[src/rtl/vec_accel_pkg.sv]
// Shared types and arithmetic helpers for the vector accelerator reduction stages.
package vec_accel_pkg;

  typedef enum logic [1:0] {IDLE, ACCUM, DONE} acc_state_t;

  localparam int DEFAULT_BITS     = 8;
  localparam int DEFAULT_ACC_BITS = 24;

  // Returns {sat_flag, clamped_sum}; overflow is detected when the extra sign bit disagrees.
  function automatic logic [DEFAULT_ACC_BITS:0] sat_add(
    input logic signed [DEFAULT_ACC_BITS-1:0] a,
    input logic signed [DEFAULT_ACC_BITS-1:0] b
  );
    logic signed [DEFAULT_ACC_BITS:0] sum;
    sum = {a[DEFAULT_ACC_BITS-1], a} + {b[DEFAULT_ACC_BITS-1], b};
    if (sum[DEFAULT_ACC_BITS] != sum[DEFAULT_ACC_BITS-1]) begin
      sat_add = {1'b1, sum[DEFAULT_ACC_BITS], {(DEFAULT_ACC_BITS-1){~sum[DEFAULT_ACC_BITS]}}};
    end else begin
      sat_add = {1'b0, sum[DEFAULT_ACC_BITS-1:0]};
    end
  endfunction

endpackage

[src/rtl/dot_accumulator_sat_adder.sv]
// Combinational signed adder that clamps to the W-bit range and flags the clamp.
module sat_adder #(
  parameter int W = 24
) (
  input  logic signed [W-1:0] i_a,
  input  logic signed [W-1:0] i_b,
  output logic signed [W-1:0] o_sum,
  output logic                o_sat
);

  logic signed [W:0] w_wide;

  assign w_wide = {i_a[W-1], i_a} + {i_b[W-1], i_b};
  assign o_sat  = w_wide[W] ^ w_wide[W-1];
  // The true sign (bit W) picks which rail to clamp to.
  assign o_sum  = o_sat ? {w_wide[W], {(W-1){~w_wide[W]}}} : w_wide[W-1:0];

endmodule

[src/rtl/dot_accumulator.sv]
// Saturating reduction of a stream of signed products into one sum per vector,
// presented on a valid/ready result port.
module dot_accumulator
  import vec_accel_pkg::*;
#(
  parameter int BITS     = DEFAULT_BITS,
  parameter int ACC_BITS = DEFAULT_ACC_BITS,
  parameter int MAX_LEN  = 256,
  parameter int LEN_W    = $clog2(MAX_LEN + 1)
) (
  input  logic                       clk,
  input  logic                       rst_n,
  input  logic                       start,
  input  logic [LEN_W-1:0]           len,
  input  logic                       in_valid,
  output logic                       in_ready,
  input  logic signed [BITS-1:0]     in_data,
  output logic                       out_valid,
  input  logic                       out_ready,
  output logic signed [ACC_BITS-1:0] out_data,
  output logic                       out_sat,
  output logic                       busy
);

  localparam logic [LEN_W-1:0] MAX_LEN_L = LEN_W'(MAX_LEN);

  acc_state_t                 r_state;
  acc_state_t                 w_state_next;
  logic signed [ACC_BITS-1:0] r_acc;
  logic [LEN_W-1:0]           r_count;
  logic [LEN_W-1:0]           r_len_q;
  logic                       r_sat;

  logic                       w_beat;
  logic                       w_last;
  logic [LEN_W-1:0]           w_count_inc;
  logic [LEN_W-1:0]           w_len_clamped;
  logic signed [ACC_BITS-1:0] w_in_ext;
  logic signed [ACC_BITS-1:0] w_sum;
  logic                       w_sum_sat;

  assign w_in_ext      = {{(ACC_BITS-BITS){in_data[BITS-1]}}, in_data};
  assign w_count_inc   = r_count + 1'b1;
  assign w_len_clamped = (len > MAX_LEN_L) ? MAX_LEN_L : len;
  assign w_beat        = in_valid && in_ready;
  assign w_last        = w_beat && (w_count_inc == r_len_q);

  sat_adder #(.W(ACC_BITS)) u_sat_adder (
    .i_a   (r_acc),
    .i_b   (w_in_ext),
    .o_sum (w_sum),
    .o_sat (w_sum_sat)
  );

  always_ff @(posedge clk) begin
    if (!rst_n) begin
      r_state <= IDLE;
    end else begin
      r_state <= w_state_next;
    end
  end

  always_comb begin
    w_state_next = r_state;
    in_ready     = 1'b0;
    out_valid    = 1'b0;
    busy         = 1'b0;
    case (r_state)
      IDLE: begin
        if (start) begin
          w_state_next = (len == '0) ? DONE : ACCUM;
        end
      end
      ACCUM: begin
        in_ready = 1'b1;
        busy     = 1'b1;
        if (w_last) begin
          w_state_next = DONE;
        end
      end
      DONE: begin
        out_valid = 1'b1;
        busy      = 1'b1;
        if (out_ready) begin
          w_state_next = IDLE;
        end
      end
      default: w_state_next = IDLE;
    endcase
  end

  // Datapath only moves on a new start (from IDLE) or an accepted beat; otherwise it holds.
  always_ff @(posedge clk) begin
    if (!rst_n) begin
      r_acc   <= '0;
      r_count <= '0;
      r_len_q <= '0;
      r_sat   <= 1'b0;
    end else if (r_state == IDLE && start) begin
      r_acc   <= '0;
      r_count <= '0;
      r_len_q <= w_len_clamped;
      r_sat   <= 1'b0;
    end else if (w_beat) begin
      r_acc   <= w_sum;
      r_count <= w_count_inc;
      if (w_sum_sat) begin
        r_sat <= 1'b1;
      end
    end
  end

  assign out_data = r_acc;
  assign out_sat  = r_sat;

endmodule

[config.mk]
export PLATFORM = sky130hd
export DESIGN_NAME = dot_accumulator
export DESIGN_NICKNAME = d
export VERILOG_FILES = /design/src/rtl/vec_accel_pkg.sv /design/src/rtl/dot_accumulator_sat_adder.sv /design/src/rtl/dot_accumulator.sv
export SDC_FILE = /design/constraint.sdc
export NUM_CORES = 1
export LEC_CHECK = 0
export ABC_CLOCK_PERIOD_IN_PS = 3200
export CAP_MARGIN = 20
export CELL_PAD_IN_SITES_DETAIL_PLACEMENT = 0
export CELL_PAD_IN_SITES_GLOBAL_PLACEMENT = 1
export CORE_MARGIN = 5
export CORE_UTILIZATION = 40
export DETAILED_ROUTE_END_ITERATION = 10
export GPL_TIMING_DRIVEN = 1
export PLACE_DENSITY = 0.82
export SETUP_SLACK_MARGIN = 0.5
export SYNTH_ARGS = -nofsm -noshare
export SYNTH_HDL_FRONTEND = slang
export SYNTH_SLANG_ARGS = --single-unit
[constraint.sdc]
create_clock -name clk -period 3.2 [get_ports clk]
set_clock_uncertainty 0.1 [all_clocks]
set_input_delay 0.48 -clock clk [delete_from_list [all_inputs] [get_ports clk]]
set_output_delay 0.48 -clock clk [all_outputs]
set_load 0.005 [all_outputs]
==> metrics.cfg, run 1 <==
[run_status]
outcome = completed

[global_routing]
track_usage_pct = 19.5
antenna_found_initial = 0
grt_pass1_vias = 3410
grt_pass1_wl_um = 16200
grt_max_degree = 21
grt_remaining_overflow = 0

[sta]
layout_min_cycle_time_ns = 2.86
hold_viol = 0
fmax_mhz = 349
max_slew_margin_pct = 43.8
finalSetupViolations = 0
min_period_over_period_pct = 89.5
setup_ws_ns = 0.336
worst_pin_slew_ns = 0.843
fin_tns_setup_ns = 0
rsz0062_at_grt = yes
report.final.slew_viol_count = 0

[floorplanning]
die_h_um = 99.5
core_mm2 = 0.00777
die_area_mm2 = 0.00991
io_pins = 50
die_w_um = 99.5
initial_utilization_pct = 41.3
rows = 32

[power]
power_frac_clock_pct = 17.3
ir_worst_vdd_mv = 0.260
power.switching_uw = 1000
power_density_mw_per_mm2 = 540
combinationalPowerShare_pct = 55.6
p_sw_share_pct = 38.6
p_seq_share_pct = 27.1
power.internal_uw = 1590
p_leak_uw = 0.00194

[synthesis]
synth_cells = 411
syn_nets = 462
ys_seq_elements = 45
avgSynthCellArea_um2 = 7.80
synth_area_mm2 = 0.00321
yosysSeqAreaShare_pct = 28.1
synthArstFlopShare_pct = 0
synth_cell_types = 54
synth-edff-count = 0
synth_flop_cell = dfxtp_1
yosysWarnings = 0

[flow_run]
maxCapViolations = 0

[worst_setup_path]
cp-end-kind = flop
worstPathRequired_ns = 3.34
cp.arrival_ns = 3.01
crit_type = flop to flop
cp_max_fo = 5
cp-start-kind = flop

[drt]
first_pass_iters = 4
vias = 3375
drc = 0
first_iter_violations = 107
drt-wirelength-per-cell_um = 15.2
wl_um = 9530
ant_nets = 0
avgViaCountPerCell = 5.37

[cells_and_area]
antennaDiodeCount = 0
drive_gt1_share_pct = 27.8
final_common_cell = buf_4
nNetsFinal = 576
finalNonFillerCells = 628
final_cell_mix = buf_4 (63), nor2_1 (52), dfxtp_1 (43)
area_growth_pct = 49.8

[place]
place_inst = 598
dpl.hpwl_um = 6470
place_ws_ns = -0.221
gp_congestion = 0.852
portBuffers = 49

[clocking]
hold_buffers = 0
clockBufferDepth = 2
clock_latency_ns = 0.31
cts_tree = built
htree_num_levels = 2
cts_sinks = 45
cts_root_buffer = clkbuf_8
cts_made_buffers = 5
path_clk_slew_ns = 0.09

[worst_hold_path]
hold_class = flop to flop

[power groups by stage]
stage | clock network [uW] | logic (uW) | registers (uW)
floorplan | 0 | 689 | 697
finish | 448 | 1440 | 703
CTS | 459 | 1350 | 703
global placement | 0 | 1150 | 706
detailed placement | 0 | 1160 | 707
global route | 472 | 1580 | 713
[final timing paths]
kind                                  start     endpoint  slack (ns)  depth (start not counted)
worst min register to register      out_sat      out_sat        0.38                          2
worst max register to register  out_data[0]  out_data[8]        0.34                         15
worst max-delay path            out_data[0]  out_data[8]        0.34                         15
worst min-delay path                out_sat      out_sat        0.38                          2
[cells in the mapped netlist, types with 7 or more instances]
cell	number	area share, %
nor2_1	53	6.2
ha_1	28	11
inv_1	10	1.2
xor2_1	14	3.8
dfxtp_1	45	28
o21ai_0	36	5.6
nand2_1	31	3.6
xnor2_1	25	6.8
o21a_1	8	1.9
clkbuf_1	13	1.5
a21o_1	10	2.3
a21oi_1	56	8.7
a22o_1	7	1.9
[worst max-delay path: stages, from the launching register on]
cell	delay (ns)
dfxtp_4	0.37
ha_4	0.13
inv_2	0.03
fa_2	0.34
nor2b_2	0.14
o31a_1	0.18
o211ai_1	0.16
a31oi_2	0.25
nor4_2	0.07
a211o_1	0.30
buf_6	0.13
o31ai_4	0.19
buf_6	0.16
buf_6	0.14
a21oi_2	0.04
nor2_1	0.09
[final cells by class]
class                   count  area (um2)
repair buffers            124        1090
fillers                   680        2960
clock buffers               6        72.6
well taps                 102         128
inverters                  10        37.5
multi-input cells         339        2530
flip-flops and latches     45         906
clock inverters             2        38.8
[state kept, by name, summed over array words and instances, names as in the netlist]
name      cells
out_data     24
out_sat       1
r_count       9
r_len_q       9
r_state       2
[cells by family after synthesis]
group | share of synthesized area [%]
AOI/OAI and AO/OA | 28.2
and+or+nand+nor | 17.4
DFF | 28.1
xor gates and xnor gates | 10.7
adders and majority gates | 11.9
buffers and inverters | 3.43
muxes | 0.312
[metal layers]
metal / wire [um] / global-route usage [%] / up-vias
li1: - / - / 1695
met1: 4630 / 26.1 / 1607
met2: 4460 / 32.7 / 65
met3: 345 / 2.88 / 8
met4: 97 / 5.36 / 0
met5: 0 / 0 / -
[repair_timing]
item,4_1_cts,5_1_grt
endpoints found under the setup margin,25,24
gates cloned,4,1
pin swaps,30,20
resized for setup,72,22
buffers inserted,12,5
[stage by stage]
step	power [uW]	cell area, um2	utilization, %	hold slack, ns
floorplan	1390	3260	-	0.349
global placement	1860	4200	54.1	0.362
detailed placement	1870	4200	54.1	0.359
CTS	2510	4680	60.3	0.374
global route	2770	4800	61.9	0.407
finish	2600	4800	61.9	0.379
No activity file was read; power rests on OpenSTA's default activity.
==> run 2: changes to the inputs <==
--- a/config.mk
+++ b/config.mk
@@ -5,7 +5,7 @@
 export SDC_FILE = /design/constraint.sdc
 export NUM_CORES = 1
 export LEC_CHECK = 0
-export ABC_CLOCK_PERIOD_IN_PS = 3200
+export ABC_CLOCK_PERIOD_IN_PS = 3600
 export CAP_MARGIN = 20
 export CELL_PAD_IN_SITES_DETAIL_PLACEMENT = 0
 export CELL_PAD_IN_SITES_GLOBAL_PLACEMENT = 1
@@ -13,7 +13,7 @@
 export CORE_UTILIZATION = 40
 export DETAILED_ROUTE_END_ITERATION = 10
 export GPL_TIMING_DRIVEN = 1
-export PLACE_DENSITY = 0.82
+export PLACE_DENSITY = 0.77
 export SETUP_SLACK_MARGIN = 0.5
 export SYNTH_ARGS = -nofsm -noshare
 export SYNTH_HDL_FRONTEND = slang
==> constraint.sdc (replaced) <==
create_clock -name clk -period 3.6 [get_ports clk]
set_clock_uncertainty 0.1 [all_clocks]
set_input_delay 0.54 -clock clk [delete_from_list [all_inputs] [get_ports clk]]
set_output_delay 0.54 -clock clk [all_outputs]
set_load 0.005 [all_outputs]
==> run 2 against run 1 <==
Against the previous run: clock power down 25%; highest routed layer unchanged; core utilization down 6.2 points; flip-flop and latch count unchanged; power fell by 22%; critical path type is now input port to flop; largest power group unchanged; critical path depth down 4; first-iteration DRC count fell by 22%; global-route usage decreased by 1.9 points; cell area is 10% lower.
==> metrics.cfg, run 2 (synthesized netlist as in run 1, its figures left out) <==
[run_status]
outcome = completed

[power]
p_total_uw = 2030  ; -22%
power.switching_uw = 808  ; -19%
p_sw_share_pct = 39.8  ; +1.2 points
power.internal_uw = 1220  ; -23%
power_density_mw_per_mm2 = 470  ; -13%
p_leak_uw = 0.00175  ; -10%
power_frac_clock_pct = 16.6  ; -0.7 points
combinationalPowerShare_pct = 52.8  ; -2.8 points
ir_worst_vdd_mv = 0.239  ; -8.1%
p_seq_share_pct = 30.6  ; +3.5 points

[global_routing]
grt_pass1_vias = 3111  ; -8.8%
antenna_found_initial = 0  ; unchanged
track_usage_pct = 17.6  ; -1.9 points
grt_pass1_wl_um = 14400  ; -11%
grt_max_degree = 36  ; +71%
grt_remaining_overflow = 0  ; unchanged

[clocking]
htree_num_levels = 2  ; unchanged
cts_sinks = 45  ; unchanged
hold_buffers = 0  ; unchanged
clockBufferDepth = 2  ; unchanged
cts_made_buffers = 5  ; unchanged
clock_latency_ns = 0.31  ; about the same
cts_root_buffer = clkbuf_8
path_clk_slew_ns = 0.10  ; about the same
cts_tree = built

[drt]
vias = 3144  ; -6.8%
drc = 0  ; unchanged
ant_nets = 0  ; unchanged
first_pass_iters = 4  ; unchanged
wl_um = 8820  ; -7.5%
first_iter_violations = 83  ; -22%
drt-wirelength-per-cell_um = 15.0  ; -1.4%
avgViaCountPerCell = 5.34  ; -0.68%

[cells_and_area]
final_area_mm2 = 0.00432  ; -10%
antennaDiodeCount = 0  ; unchanged
n_fill_cell = 762  ; +12%
drive_gt1_share_pct = 16.4  ; -11 points
nNetsFinal = 537  ; -6.8%
final_cell_mix = nor2_1 (52), a21oi_1 (51), clkdlybuf4s50_1 (45)
largest_reg_flops = 24  ; unchanged
seqCellArea_um2 = 902  ; -0.41%
multi_input_area_mm2 = 0.00238  ; -5.8%
finalNonFillerCells = 589  ; -6.2%
area_growth_pct = 34.8
final_common_cell = nor2_1

[sta]
finalSetupViolations = 0  ; unchanged
min_period_over_period_pct = 84.1
hold_viol = 0  ; unchanged
fin_tns_setup_ns = 0  ; unchanged
worst_pin_slew_ns = 0.878  ; +0.0349 ns
report.final.slew_viol_count = 0  ; unchanged
rsz0062_at_grt = yes
max_slew_margin_pct = 41.5  ; -2.3 points
layout_min_cycle_time_ns = 3.03
fin_hold_ws_ns = 0.384  ; +0.00409 ns
fmax_mhz = 330

[worst_hold_path]
hold_class = flop to flop
min_from = out_sat

[place]
placed_area_mm2 = 0.00394  ; -6.3%
portBuffers = 49  ; unchanged
place_inst = 570  ; -4.7%
dpl.hpwl_um = 6400  ; -0.99%
gp_congestion = 0.851  ; -0.11%

[worst_setup_path]
cp-end-kind = flop
worstPathRequired_ns = 3.75  ; +0.41 ns
critPathLaunch = in_data[6]
reg2reg_slack_ns = 0.65  ; +0.31 ns
cp.arrival_ns = 3.18  ; +0.17 ns
reg2reg_depth = 13  ; -2
endpoint = out_data[1]
r2r_start = out_data[0]
reg2reg_to = out_data[5]
cp-start-kind = input port
cp_max_fo = 4  ; -1
crit_type = input port to flop

[floorplanning]
die_area_mm2 = 0.00991  ; unchanged
die_w_um = 99.5  ; unchanged
initial_utilization_pct = 41.3  ; unchanged
io_pins = 50  ; unchanged
rows = 32  ; unchanged
die_h_um = 99.5  ; unchanged
core_mm2 = 0.00777  ; unchanged

[flow_run]
maxCapViolations = 0  ; unchanged

-- run 2: cell types whose count changed in the layout (fill, tap and decap cells not counted), sizes merged --
cell and change:
clkbuf -2, clkinvlp +1, bufinv -1, dlygate4sd2 -1, buf -40, inv +1, clkdlybuf4s50 +4, clkdlybuf4s15 -1
-- run 2: worst min path at each step --
stage                       endpoint  slack, ns  depth (start not counted)
after floorplan              out_sat       0.35                          2
after global placement    r_count[1]       0.36                          2
after CTS                 r_count[1]       0.40                          2
after detailed placement  r_count[1]       0.38                          2
after global routing         out_sat       0.42                          2
final                        out_sat       0.38                          2
-- run 2: per-stage QoR --
| stage | util [%] | setup WS, ns |
|---|---|---|
| final | 55.7 | 0.572 |
| after global routing | 55.7 | 0.465 |
| after CTS | 53.7 | 0.539 |
| after detailed placement | 50.7 | -0.0706 |
| after global placement | 50.7 | 0.0621 |
| after floorplan | - | 0.659 |
-- run 2: final cells by class --
class	instances	share of cell area, %
Sequential cell	45	20.9
Inverter	10	0.868
Clock buffer	5	1.59
Tap cell	102	2.95
Clock inverter	3	0.579
Multi-Input combinational cell	339	55.2
Timing Repair Buffer	85	18.0
-- run 2: repair_timing --
action                                  4_1_cts  5_1_grt
cloned                                        3        0
endpoints found under the setup margin       24       23
buffers inserted                              3        5
gates resized for setup                      28       21
pin swaps                                     9       20
-- run 2: per-layer routing --
| layer | global-route usage, % | vias up | part of all wire [%] |
|---|---|---|---|
| met5 | 0 | - | 0 |
| met4 | 4.10 | 0 | 0.71 |
| met3 | 3.72 | 4 | 4.2 |
| met2 | 30.3 | 47 | 48 |
| met1 | 22.6 | 1479 | 47 |
| li1 | - | 1614 | - |
-- run 2: power groups by stage --
stage | combinational [uW] | sequential, uW | clock (uW)
after floorplan | 599 | 617 | 0
after global placement | 951 | 626 | 0
after detailed placement | 958 | 627 | 0
after CTS | 1030 | 617 | 355
after global routing | 1190 | 630 | 373
final | 1070 | 622 | 337
-- run 2: worst max-delay path, stage by stage --
cell and delay, ns:
clkdlybuf4s50_1 0.45, ha_4 0.31, o211ai_1 0.15, a21boi_2 0.20, a21oi_2 0.15, a41oi_2 0.17
o21a_1 0.27, o21a_4 0.24, or2_1 0.26, maj3_2 0.32, a21oi_2 0.13
==> run 3: changes to the inputs <==
--- a/config.mk
+++ b/config.mk
@@ -5,15 +5,15 @@
 export SDC_FILE = /design/constraint.sdc
 export NUM_CORES = 1
 export LEC_CHECK = 0
-export ABC_CLOCK_PERIOD_IN_PS = 3600
+export ABC_CLOCK_PERIOD_IN_PS = 2700
 export CAP_MARGIN = 20
 export CELL_PAD_IN_SITES_DETAIL_PLACEMENT = 0
 export CELL_PAD_IN_SITES_GLOBAL_PLACEMENT = 1
 export CORE_MARGIN = 5
-export CORE_UTILIZATION = 40
+export CORE_UTILIZATION = 36
 export DETAILED_ROUTE_END_ITERATION = 10
 export GPL_TIMING_DRIVEN = 1
-export PLACE_DENSITY = 0.77
+export PLACE_DENSITY = 0.73
 export SETUP_SLACK_MARGIN = 0.5
 export SYNTH_ARGS = -nofsm -noshare
 export SYNTH_HDL_FRONTEND = slang
==> constraint.sdc (replaced) <==
create_clock -name clk -period 2.7 [get_ports clk]
set_clock_uncertainty 0.1 [all_clocks]
set_input_delay 0.405 -clock clk [delete_from_list [all_inputs] [get_ports clk]]
set_output_delay 0.405 -clock clk [all_outputs]
set_load 0.005 [all_outputs]
==> run 3 against run 2 <==
Against the previous run: the flow now finishes with violations (negative setup slack); critical path type is now flop to flop; cell area is 20% higher; global-route usage is 0.19 points lower; core utilization is 3.8 points higher; critical path depth is 3 higher; count of clock-buffer cells in the layout stayed put; combinational power is 79% higher; critical endpoint is now out_data[12]; sequential power is 38% higher; worst setup slack worse by 0.67 ns; largest power group unchanged; sequential share of layout area is 3.1 points lower; register-to-register slack worse by 0.74 ns; first-iteration DRC count is 22% higher; flip-flop and latch count stayed put.
==> metrics.cfg, run 3 (synthesized netlist as in run 1, its figures left out) <==
[cells_and_area]
drive_gt1_share_pct = 35.4  ; +19 points
largest_reg_flops = 24  ; unchanged
area_growth_pct = 61.6
nNetsFinal = 595  ; +11%
antennaDiodeCount = 0  ; unchanged
final_cell_mix = buf_4 (76), nor2_1 (49), clkdlybuf4s50_1 (40)
final_common_cell = buf_4
finalNonFillerCells = 653  ; +11%

[sta]
max_slew_margin_pct = 67.8  ; +26 points
fin_tns_setup_ns = -0.892  ; -0.892 ns
rsz0062_at_grt = yes
layout_min_cycle_time_ns = 2.79
setup_ws_ns = -0.0947  ; -0.666 ns
min_period_over_period_pct = 104
fmax_mhz = 358
fin_hold_ws_ns = 0.386  ; +0.00201 ns
hold_viol = 0  ; unchanged
finalSetupViolations = 21  ; +21
report.final.slew_viol_count = 0  ; unchanged
worst_pin_slew_ns = 0.483  ; -0.394 ns

[drt]
first_iter_violations = 101  ; +22%
drt-wirelength-per-cell_um = 14.8  ; -1.2%
avgViaCountPerCell = 5.16  ; -3.3%
drc = 0  ; unchanged
wl_um = 9660  ; +9.5%
vias = 3372  ; +7.3%
ant_nets = 0  ; unchanged
first_pass_iters = 4  ; unchanged

[floorplanning]
die_h_um = 104  ; +4.9%
io_pins = 50  ; unchanged
die_w_um = 104  ; +4.9%
die_area_mm2 = 0.0109  ; +10%
initial_utilization_pct = 36.8  ; -4.5 points
rows = 34  ; +6.3%
core_mm2 = 0.00872  ; +12%

[flow_run]
maxCapViolations = 0  ; unchanged

[worst_setup_path]
crit_type = flop to flop
crit_chain = ha_4 > inv_2 > fa_2 > nor2b_2 > o31a_1 > o211ai_1 > a31oi_2 > nor4_2 > a211o_1 > o31ai_4 > buf_6 > buf_8 > a21oi_2 > nor2_1
cp-start-kind = flop
cpMaxStageDelayCell = dfxtp_2
cpPeakStageDelay_ns = 0.37  ; -0.08 ns
cp.arrival_ns = 2.93  ; -0.25 ns
worstPathRequired_ns = 2.84  ; -0.91 ns
cp_max_fo = 5  ; +1
cp-end-kind = flop

[power]
ir_worst_vdd_mv = 0.294  ; +23%
p_leak_uw = 0.00208  ; +19%
power_density_mw_per_mm2 = 624  ; +33%
p_total_uw = 3230  ; +59%

[run_status]
outcome = finished with violations
violations = negative setup slack

[place]
portBuffers = 49  ; unchanged
gp_congestion = 0.815  ; -4.3%
place_inst = 621  ; +8.9%
place_ws_ns = -0.700  ; -0.629 ns
dpl.hpwl_um = 6680  ; +4.4%

[global_routing]
antenna_found_initial = 0  ; unchanged
grt_pass1_vias = 3319  ; +6.7%
grt_max_degree = 25  ; -31%
grt_remaining_overflow = 0  ; unchanged
grt_pass1_wl_um = 16000  ; +11%
track_usage_pct = 17.4  ; -0.19 points

[clocking]
path_clk_slew_ns = 0.10  ; about the same
cts_sinks = 45  ; unchanged
cts_made_buffers = 5  ; unchanged
clockBufferDepth = 2  ; unchanged
hold_buffers = 0  ; unchanged
htree_num_levels = 2  ; unchanged
clock_latency_ns = 0.31  ; about the same
cts_root_buffer = clkbuf_8
cts_tree = built

[worst_hold_path]
hold_class = input port to flop

-- run 3: cell type report --
cell class,instances,area (um2)
clock buffers,5,68.8
clock inverters,3,25.0
fillers,775,3540
inverters,10,45.0
multi-input cells,339,2680
flip-flops and latches,45,920
well taps,108,135
repair buffers,143,1310
-- run 3: what timing repair did --
| action | 4_1_cts | 5_1_grt |
|---|---|---|
| pin swaps | 33 | 19 |
| gates cloned | 5 | 0 |
| setup buffers | 13 | 6 |
| resized for setup | 80 | 46 |
| setup endpoints to repair | 27 | 27 |
-- run 3: worst paths after layout --
check / end / startpoint / cells past startpoint / slack (ns)
setup / recovery: out_data[12] / out_data[0] / 14 / -0.09
hold reg to reg: out_sat / out_sat / 2 / 0.39
hold / removal: r_len_q[8] / start / 3 / 0.39
setup reg to reg: out_data[12] / out_data[0] / 14 / -0.09
-- run 3: power breakdown --
group | total, uW | internal, uW | switching, uW
registers | 857 | 762 | 95.1
clock network | 464 | 189 | 274
logic | 1910 | 1000 | 912
total | 3230 | 1950 | 1280
-- run 3: critical path, delay by kind of cell, from the launching register on --
family / cells / cell delay (ns)
AND/OR/NAND/NOR: 3 / 0.32
AO/OA/AOI/OAI: 6 / 1.17
buffers and inverters: 3 / 0.30
adder cells (fa/ha/maj): 2 / 0.46
flip-flops: 1 / 0.37
-- run 3: metal layers --
layer	vias up	GRT usage, %	part of all wire [%]
met5	-	0	0
met3	8	2.79	2.4
met2	36	28.7	48
met4	0	3.24	0.96
met1	1595	24.1	48
li1	1733	-	-
-- run 3: per-stage QoR --
step	area (um2)	utilization, %
final	5180	59.4
after global routing	5180	59.4
after CTS	4960	56.9
after detailed placement	4380	50.3
after global placement	4380	50.3
after floorplan	3290	-
